--- src/rtl/mult_share_arbiter.sv ---
// Round-robin front end that time-shares one unsigned array multiplier among
// NUM_REQ clients through an operand stage and a result stage with backpressure.
module mult_share_arbiter #(
    parameter int WIDTH_A = 16,
    parameter int WIDTH_B = 16,
    parameter int NUM_REQ = 4
) (
    input  logic                         clk,
    input  logic                         rst_n,
    input  logic [NUM_REQ-1:0]           req_valid,
    output logic [NUM_REQ-1:0]           req_ready,
    input  logic [NUM_REQ*WIDTH_A-1:0]   req_a,
    input  logic [NUM_REQ*WIDTH_B-1:0]   req_b,
    output logic [NUM_REQ-1:0]           rsp_valid,
    output logic [WIDTH_A+WIDTH_B-1:0]   rsp_y,
    input  logic                         rsp_ready,
    output logic                         busy
);

    localparam int PW    = WIDTH_A + WIDTH_B;
    localparam int PTR_W = $clog2(NUM_REQ);

    logic [WIDTH_A-1:0] a_slice [NUM_REQ];
    logic [WIDTH_B-1:0] b_slice [NUM_REQ];

    logic [WIDTH_A-1:0] a_q, a_d;
    logic [WIDTH_B-1:0] b_q, b_d;
    logic [NUM_REQ-1:0] own1_q, own1_d, own2_q, own2_d;
    logic               v1_q, v1_d, v2_q, v2_d;
    logic [PW-1:0]      y_q, y_d;
    logic [PTR_W-1:0]   ptr_q, ptr_d;

    logic               grant_any;
    logic [PTR_W-1:0]   grant_idx;
    logic [NUM_REQ-1:0] grant_oh;
    logic               s2_stall, s1_adv, accept_en, transfer;
    logic [PW-1:0]      pp [WIDTH_B];
    logic [PW-1:0]      product;

    genvar gi;
    generate
        for (gi = 0; gi < NUM_REQ; gi++) begin : g_slice
            assign a_slice[gi] = req_a[gi*WIDTH_A +: WIDTH_A];
            assign b_slice[gi] = req_b[gi*WIDTH_B +: WIDTH_B];
        end
        // One shifted copy of A per bit of B; the adder chain below sums them.
        for (gi = 0; gi < WIDTH_B; gi++) begin : g_pp
            assign pp[gi] = b_q[gi] ? (PW'(a_q) << gi) : '0;
        end
    endgenerate

    always_comb begin
        product = '0;
        for (int j = 0; j < WIDTH_B; j++) begin
            product = product + pp[j];
        end
    end

    // Scan from the highest offset down so the nearest valid requester at or
    // after ptr_q overwrites any farther one.
    always_comb begin
        grant_any = 1'b0;
        grant_idx = '0;
        for (int k = NUM_REQ - 1; k >= 0; k--) begin
            int               idx;
            logic [PTR_W-1:0] idx_w;
            idx = int'(ptr_q) + k;
            if (idx >= NUM_REQ) begin
                idx = idx - NUM_REQ;
            end
            idx_w = PTR_W'(idx);
            if (req_valid[idx_w]) begin
                grant_any = 1'b1;
                grant_idx = idx_w;
            end
        end
    end

    always_comb begin
        grant_oh = '0;
        if (grant_any) begin
            grant_oh[grant_idx] = 1'b1;
        end
    end

    assign s2_stall  = v2_q & ~rsp_ready;
    assign s1_adv    = v1_q & ~s2_stall;
    assign accept_en = ~v1_q | ~s2_stall;
    assign req_ready = (accept_en && rst_n) ? grant_oh : '0;
    assign transfer  = |req_ready;

    always_comb begin
        a_d    = a_q;
        b_d    = b_q;
        own1_d = own1_q;
        v1_d   = v1_q;
        y_d    = y_q;
        own2_d = own2_q;
        v2_d   = v2_q;
        ptr_d  = ptr_q;

        if (transfer) begin
            a_d    = a_slice[grant_idx];
            b_d    = b_slice[grant_idx];
            own1_d = grant_oh;
            v1_d   = 1'b1;
            ptr_d  = (grant_idx == PTR_W'(NUM_REQ - 1)) ? '0 : grant_idx + 1'b1;
        end else if (s1_adv) begin
            v1_d = 1'b0;
        end

        if (s1_adv) begin
            y_d    = product;
            own2_d = own1_q;
            v2_d   = 1'b1;
        end else if (v2_q && rsp_ready) begin
            v2_d = 1'b0;
        end
    end

    always_ff @(posedge clk) begin
        if (!rst_n) begin
            a_q    <= '0;
            b_q    <= '0;
            own1_q <= '0;
            v1_q   <= 1'b0;
            y_q    <= '0;
            own2_q <= '0;
            v2_q   <= 1'b0;
            ptr_q  <= '0;
        end else begin
            a_q    <= a_d;
            b_q    <= b_d;
            own1_q <= own1_d;
            v1_q   <= v1_d;
            y_q    <= y_d;
            own2_q <= own2_d;
            v2_q   <= v2_d;
            ptr_q  <= ptr_d;
        end
    end

    assign rsp_valid = own2_q & {NUM_REQ{v2_q}};
    assign rsp_y     = y_q;
    assign busy      = v1_q | v2_q;

endmodule

--- config.mk ---
export PLATFORM = sky130hd
export DESIGN_NAME = mult_share_arbiter
export DESIGN_NICKNAME = d
export VERILOG_FILES = /design/src/rtl/mult_share_arbiter.sv
export SDC_FILE = /design/constraint.sdc
export NUM_CORES = 1
export LEC_CHECK = 0
export CAP_MARGIN = 20
export CORE_MARGIN = 4
export CORE_UTILIZATION = 50
export CTS_CLUSTER_DIAMETER = 150
export DETAILED_ROUTE_END_ITERATION = 16
export GPL_TIMING_DRIVEN = 1
export PLACE_DENSITY_LB_ADDON = 0.08
export REMOVE_ABC_BUFFERS = 1
export SLEW_MARGIN = 20
export SYNTH_ARGS = -nofsm -noshare
export SYNTH_HDL_FRONTEND = slang
export SYNTH_SLANG_ARGS = --single-unit
--- constraint.sdc ---
create_clock -name clk -period 5.6 [get_ports clk]
set_input_delay 0.84 -clock clk [delete_from_list [all_inputs] [get_ports clk]]
set_output_delay 0.84 -clock clk [all_outputs]
set_load 0.05 [all_outputs]
==> results of run 1 <==
## power breakdown
group          switching [W]  leakage, nW  internal (W)
registers           0.000220        0.636      0.000698
clock network       0.000277        0.153      0.000362
logic                0.00394         6.05       0.00309
total                0.00444         6.84       0.00415
## synth_stat cells, types with 6 or more instances
library cell and count:
nand4_1 7, a21oi_1 51, buf_2 18, o211ai_1 10
ha_1 99, a211oi_1 69, and2_1 131, fa_1 198
and3_1 8, dfxtp_1 76, nor3_1 8, o21ai_1 9
xnor2_1 11, o21ai_0 7, mux2i_1 32, o21a_1 6
nor2_1 23, inv_1 198, a31o_1 32, nand2_1 203
and4_1 34, clkbuf_1 64, nand3_1 25
## state kept, by name (all words and copies together) (netlist names)
name and flops:
rsp_y 32, a_q 16, b_q 16, own1_q 4
own2_q 4, ptr_q 2, v1_q 1, v2_q 1
## path summary, 6_finish.rpt
kind	to	cells after the start
hold reg to reg	own2_q[2]	2
setup / recovery	rsp_y[29]	18
hold / removal	own2_q[2]	2
setup reg to reg	rsp_y[29]	18
## worst max-delay path: stages, from the launching register on
cell and delay, ps:
dfxtp_4 380, buf_4 170, and2_1 160, fa_1 540, inv_1 50, fa_1 450, fa_1 570, inv_1 70
fa_1 440, ha_1 290, ha_1 270, ha_1 220, fa_2 400, a211oi_2 320, o21ai_2 120, and4_1 250
o211ai_1 330, a21boi_1 140, o31ai_1 260
## logic make-up (layout without fill, tap and decap cells)
logic type | after synthesis | count (layout) | synth area share [%]
AND/OR/NAND/NOR | 459 | 459 | 19.1
adder cells (fa/ha/maj) | 297 | 297 | 42.0
buffers and inverters | 292 | 471 | 9.68
AO/OA/AOI/OAI | 224 | 224 | 13.4
flip-flops | 76 | 76 | 12.3
multiplexers | 33 | 33 | 2.67
XOR/XNOR | 12 | 12 | 0.848
other | 0 | 2 | 0
## per-stage QoR
stage	utilization [%]	cell area (sq um)	instances	setup slack, ps
global route	62.9	15300	1896	-30.3
floorplan	-	11900	1300	236
global placement	60.7	14800	1877	-44.4
CTS	62.1	15100	1893	14.0
detailed placement	60.7	14800	1877	-70.3
finish	62.9	15300	1898	72.9
## cells in the final DEF (no fill, tap or decap), types with 8 or more instances in the layout
master,synthesis,routed
a31o_1,32,32
o211ai_1,10,10
nor2_1,23,23
xnor2_1,11,11
and2_1,131,131
a21oi_1,51,49
and3_1,8,8
nand2_1,203,202
nand3_1,25,25
fa_1,198,193
inv_1,198,198
clkbuf_16,0,9
mux2i_1,32,32
buf_12,0,9
dfxtp_1,76,50
dfxtp_4,0,17
ha_1,99,92
and4_1,34,34
buf_4,2,73
clkdlybuf4s50_1,0,172
a211oi_1,69,68
nor3_1,8,8
dfxtp_2,0,9
## cell type report
cell class | count | area (sq um) | share of cell area, %
timing repair buffer | 256 | 2470 | 16.1
multi-input combinational | 1025 | 9800 | 63.9
clock buffer | 10 | 239 | 1.56
tap | 324 | 405 | 2.64
antenna | 2 | 5.00 | 0.0326
clock inverter | 6 | 70.1 | 0.457
inverter | 199 | 749 | 4.89
sequential | 76 | 1600 | 10.4
## per-layer routing
layer  vias to the layer above  share of wire [%]  track usage [%]
met4                         0                2.9             8.17
met5                         -                  0                0
met1                      5273                 40             31.6
met2                       260                 52             45.5
li1                       4917                  -                -
met3                        67                4.4             3.82
## timing repair
item / CTS / global route
resized for setup: 20 / 46
buffers inserted: 0 / 3
endpoints found under the setup margin: 8 / 14
pin swaps: 1 / 11
==> results.json, run 1 <==
{
  "outcome": "complete, no violations",
  "finalHoldWorstSlack_ps": 453,
  "first_pass_iters": 5,
  "synth_seq_cells": 76,
  "clk_latency_ps": 350,
  "worstMarginPinSlew_ps": 735,
  "power.leakage_nw": 6.84,
  "grt_max_degree": 55,
  "synth_area_per_cell_sq_um": 8.90,
  "fp.dieArea_sq_um": 27400,
  "drv_cap": 0,
  "yosysTopAreaCell": "fa_1",
  "skew_ps": 9.47,
  "antenna_found_initial": 0,
  "io_buffers": 175,
  "cp-startpoint": "b_q[5]",
  "seq_area_frac_synth_pct": 12.3,
  "grt_pass1_wl_um": 54800,
  "drv_slew": 0,
  "io_pins": 176,
  "synth_warnings": 0,
  "cp_max_fo": 8,
  "worstPathArrival_ps": 5780,
  "cp-start-kind": "flop",
  "place_hpwl_um": 27000,
  "cts_buffer_depth": 2,
  "ff2ff_setup_slack_ps": 70,
  "drt-total-wl_um": 33900,
  "required_ps": 5850,
  "synth-edff-count": 0,
  "setup_viol": 0,
  "core_area_sq_um": 24400,
  "drive_gt1_share_pct": 10.3,
  "synth.area.top_cells": "fa_1 32%, dfxtp_1 12%, ha_1 10%, and2_1 6.6%, nand2_1 6.1%",
  "cts_hold_buf": 0,
  "hold_violations": 0,
  "vias": 10517,
  "cts_tree": "done",
  "cp-end-kind": "flop",
  "netlist_area_sq_um": 12400,
  "drc": 0,
  "rows": 57,
  "grt_overflow": 0,
  "cts.clk_slew.worst_paths_ps": 70,
  "track_usage_pct": 25.4,
  "synth-main-ff-cell": "dfxtp_1",
  "drt_iter0_markers": 624,
  "power_density_nw_per_um2": 560,
  "tns_ps": 0,
  "hold_start": "own1_q[2]",
  "numCtsBuffers": 9,
  "initial_utilization_pct": 50.8,
  "vias_per_cell": 5.54,
  "fin_nets": 1999,
  "ant_nets": 0,
  "slew_headroom_pct": 51.0,
  "final_period_minus_worst_setup_slack_ps": 5530,
  "synth_cells": 1393,
  "globalplace.congestion": 0.902,
  "htree_levels": 3,
  "ys_types": 67,
  "die_h_um": 165,
  "wl_per_cell_um": 17.9,
  "hold_path.class": "flop to flop",
  "die_x_um": 165,
  "area_delta_synth_final_pct": 23.7,
  "critPathKind": "flop to flop",
  "synthArstFlopShare_pct": 0,
  "synth_top_area_share_pct": 32.0,
  "fillers": 2151,
  "clock-sinks": 76,
  "cts_root_buffer": "clkbuf_16",
  "irDropWorstVdd_uv": 661,
  "fmax_ghz": 0.181,
  "fin_total_pwr_w": 0.00859,
  "reg2reg_from": "b_q[5]",
  "grt_pass1_vias": 10892,
  "period_share_pct": 98.7
}
Power figures use the tool's default switching activity.
==> inputs of run 2 (changes only) <==
--- a/config.mk
+++ b/config.mk
@@ -5,6 +5,7 @@
 export SDC_FILE = /design/constraint.sdc
 export NUM_CORES = 1
 export LEC_CHECK = 0
+export ABC_AREA = 1
 export CAP_MARGIN = 20
 export CORE_MARGIN = 4
 export CORE_UTILIZATION = 50
==> run 2 against run 1 <==
Clock power decreased by 6.3%. Final area increased by 6.0%. First-iteration DRC count decreased by 4.8%. Global-route usage decreased by 1.4 points. Routed wire length increased by 5.0%. Sequential power increased by 20%. Die area increased by 9.8%. Clock skew increased by 7.7 ps. Clock-buffer cell count decreased by 1. Setup slack improved by 200 ps. Synthesized cell count increased by 46%. Via count increased by 17%. Critical path type unchanged. Critical endpoint is now rsp_y[28]. Largest power group unchanged.
==> results.json, run 2 <==
{
  "outcome": "complete, no violations",
  "numCtsBuffers": 9,
  "ys_types": 33,
  "vias": 12357,
  "synth-main-ff-cell": "dfxtp_1",
  "crit_top_cell": "fa_1",
  "synthArstFlopShare_pct": 0,
  "synth_area_per_cell_sq_um": 6.74,
  "slowest_delay_ps": 550,
  "synth.area.top_cells": "fa_1 29%, inv_1 15%, nand2_1 14%, dfxtp_1 11%, ha_1 9.1%",
  "fin_total_pwr_w": 0.00782,
  "antenna_found_initial": 0,
  "grt_overflow": 0,
  "fin_nets": 2589,
  "wl_per_cell_um": 14.2,
  "hold_path.class": "flop to flop",
  "rows": 60,
  "synth_seq_cells": 76,
  "netlist_top_cells_count": "555 x inv_1, 502 x nand2_1, 198 x fa_1, 198 x nand3_1, 99 x ha_1",
  "initial_utilization_pct": 50.7,
  "layout_commonest_cell": "inv_1",
  "path_delay_family": "adder cells",
  "seq_area_frac_synth_pct": 11.1,
  "synth_cells": 2027,
  "ff2ff_setup_slack_ps": 280,
  "crit_chain": "buf_12 -> nand2_1 -> fa_1 -> inv_1 -> fa_1 -> inv_1 -> fa_1 -> fa_1 -> inv_1 -> fa_1 -> fa_1 -> ha_1 -> a21oi_1 -> o21ai_0 -> a21oi_1 -> o21ai_0 -> buf_4 -> nand2_1 -> nand2_1 -> nand2_1 -> nand3_1 -> nand2_1 -> inv_1",
  "reg2reg_from": "b_q[5]",
  "fp.dieArea_sq_um": 30100,
  "drv_slew": 0,
  "placed_cell_area_sq_um": 15900,
  "final_util_pct": 60.3,
  "cts_root_buffer": "clkbuf_16",
  "grt_pass1_vias": 12622,
  "die_x_um": 173,
  "diodes": 0,
  "clk_latency_ps": 360,
  "cts.clk_slew.worst_paths_ps": 70,
  "cp-end-kind": "flop",
  "io_buffers": 175,
  "multiInputGateArea_sq_um": 9470,
  "irDropWorstVdd_uv": 283,
  "drt_iter0_markers": 594,
  "grt_max_degree": 65,
  "tns_ps": 0,
  "cp_max_fo": 12,
  "synth_top_area_share_pct": 29.0,
  "worstPathArrival_ps": 5570,
  "die_h_um": 173,
  "yosysTopAreaCell": "fa_1",
  "htree_levels": 3,
  "ctsResizeCount": 0,
  "yosysMostFrequentCell": "inv_1",
  "fillers": 2641,
  "area_delta_synth_final_pct": 18.9,
  "drc": 0,
  "ant_nets": 0,
  "critPathKind": "flop to flop",
  "vias_per_cell": 4.94,
  "skew_ps": 17.2,
  "required_ps": 5840,
  "globalplace.congestion": 0.895,
  "largest_reg_flops": 32,
  "cp-start-kind": "flop",
  "track_usage_pct": 24.0,
  "cp-startpoint": "b_q[5]",
  "power.leakage_nw": 9.62,
  "power_density_nw_per_um2": 481,
  "hold_violations": 0,
  "netlist_area_sq_um": 13700,
  "period_share_pct": 95.1,
  "synth_warnings": 0,
  "cts_hold_buf": 0,
  "final_period_minus_worst_setup_slack_ps": 5320,
  "post-cts-setup-buffers": 0,
  "grt_pass1_wl_um": 60500,
  "final_cell_mix": "555 x inv_1, 501 x nand2_1, 198 x fa_1",
  "cp_num_buf_inv": 6,
  "crit_path_top_delay_cell": "fa_1",
  "cts_tree": "done",
  "first_pass_iters": 5,
  "core_area_sq_um": 27000,
  "place_hpwl_um": 28700,
  "clock-sinks": 76,
  "setup_viol": 0,
  "fmax_ghz": 0.188,
  "hold_start": "rsp_y[0]",
  "io_pins": 176,
  "worstMarginPinSlew_ps": 873,
  "drt-total-wl_um": 35600,
  "drive_gt1_share_pct": 6.66,
  "slew_headroom_pct": 41.6,
  "seq_area_sq_um": 1570,
  "cts_buffer_depth": 2,
  "synth-edff-count": 0,
  "drv_cap": 0,
  "postLayoutCellArea_sq_um": 16300
}
run 2: changes by cell type after synthesis, sizes merged, moves of 32 or more:
cell    delta
inv      +379
nand2    +304
nand3    +173
and2     -131
nor2      +75
a211oi    -69
and4      -34
a31o      -32
mux2i     -32
o21ai     +32
run 2: metal layers:
layer | part of all wire, % | track usage, % | up-vias
met1 | 43 | 30.8 | 5942
li1 | - | - | 6122
met5 | 0 | 0 | -
met3 | 4.1 | 2.40 | 35
met4 | 1.2 | 4.59 | 0
met2 | 52 | 44.1 | 258
run 2: cell type report:
| class | instances | share of cell area, % |
|---|---|---|
| multi-input combinational | 1256 | 58.3 |
| timing repair buffer | 236 | 14.3 |
| inverter | 578 | 13.4 |
| sequential | 76 | 9.65 |
| tap | 341 | 2.63 |
| clock buffer | 9 | 1.39 |
| clock inverter | 7 | 0.423 |
run 2: metrics by stage:
step	cells	setup slack (ps)	hold WS [ps]
global placement	2487	38.5	458
detailed placement	2487	104	461
global route	2503	-2.06	512
finish	2503	275	469
floorplan	1910	-104	455
CTS	2503	68.9	472
run 2: power by group:
part	internal, W	total, W	switching, W
Sequential	0.000778	0.00110	0.000318
Clock	0.000312	0.000600	0.000288
Combinational	0.00231	0.00613	0.00382
Total	0.00340	0.00782	0.00443
run 2: logic make-up (layout without fill, tap and decap cells):
family / count (synthesis) / count (layout) / synth area share [%]
xor gates and xnor gates: 13 / 13 / 0.833
AOI/OAI and AO/OA: 96 / 96 / 3.91
DFF: 76 / 76 / 11.1
buffers and inverters: 695 / 830 / 19.7
adders and majority gates: 297 / 297 / 38.1
and+or+nand+nor: 850 / 850 / 26.4
run 2: worst paths after layout:
| path | to | cells past startpoint |
|---|---|---|
| hold / removal | rsp_y[0] | 2 |
| setup / recovery | rsp_y[28] | 23 |
| setup reg to reg | rsp_y[28] | 23 |
| hold reg to reg | rsp_y[0] | 2 |
run 2: tightest hold or removal path: stages (launching register included):
cell,delay [ps]
dfxtp_1,310
nand2_1,60
a21oi_1,50
==> inputs of run 3 (changes only) <==
--- a/config.mk
+++ b/config.mk
@@ -6,7 +6,6 @@
 export NUM_CORES = 1
 export LEC_CHECK = 0
 export ABC_AREA = 1
-export CAP_MARGIN = 20
 export CORE_MARGIN = 4
 export CORE_UTILIZATION = 50
 export CTS_CLUSTER_DIAMETER = 150
==> results of run 3 <==
Final layout, timing and power as in run 2 (identical DEF).
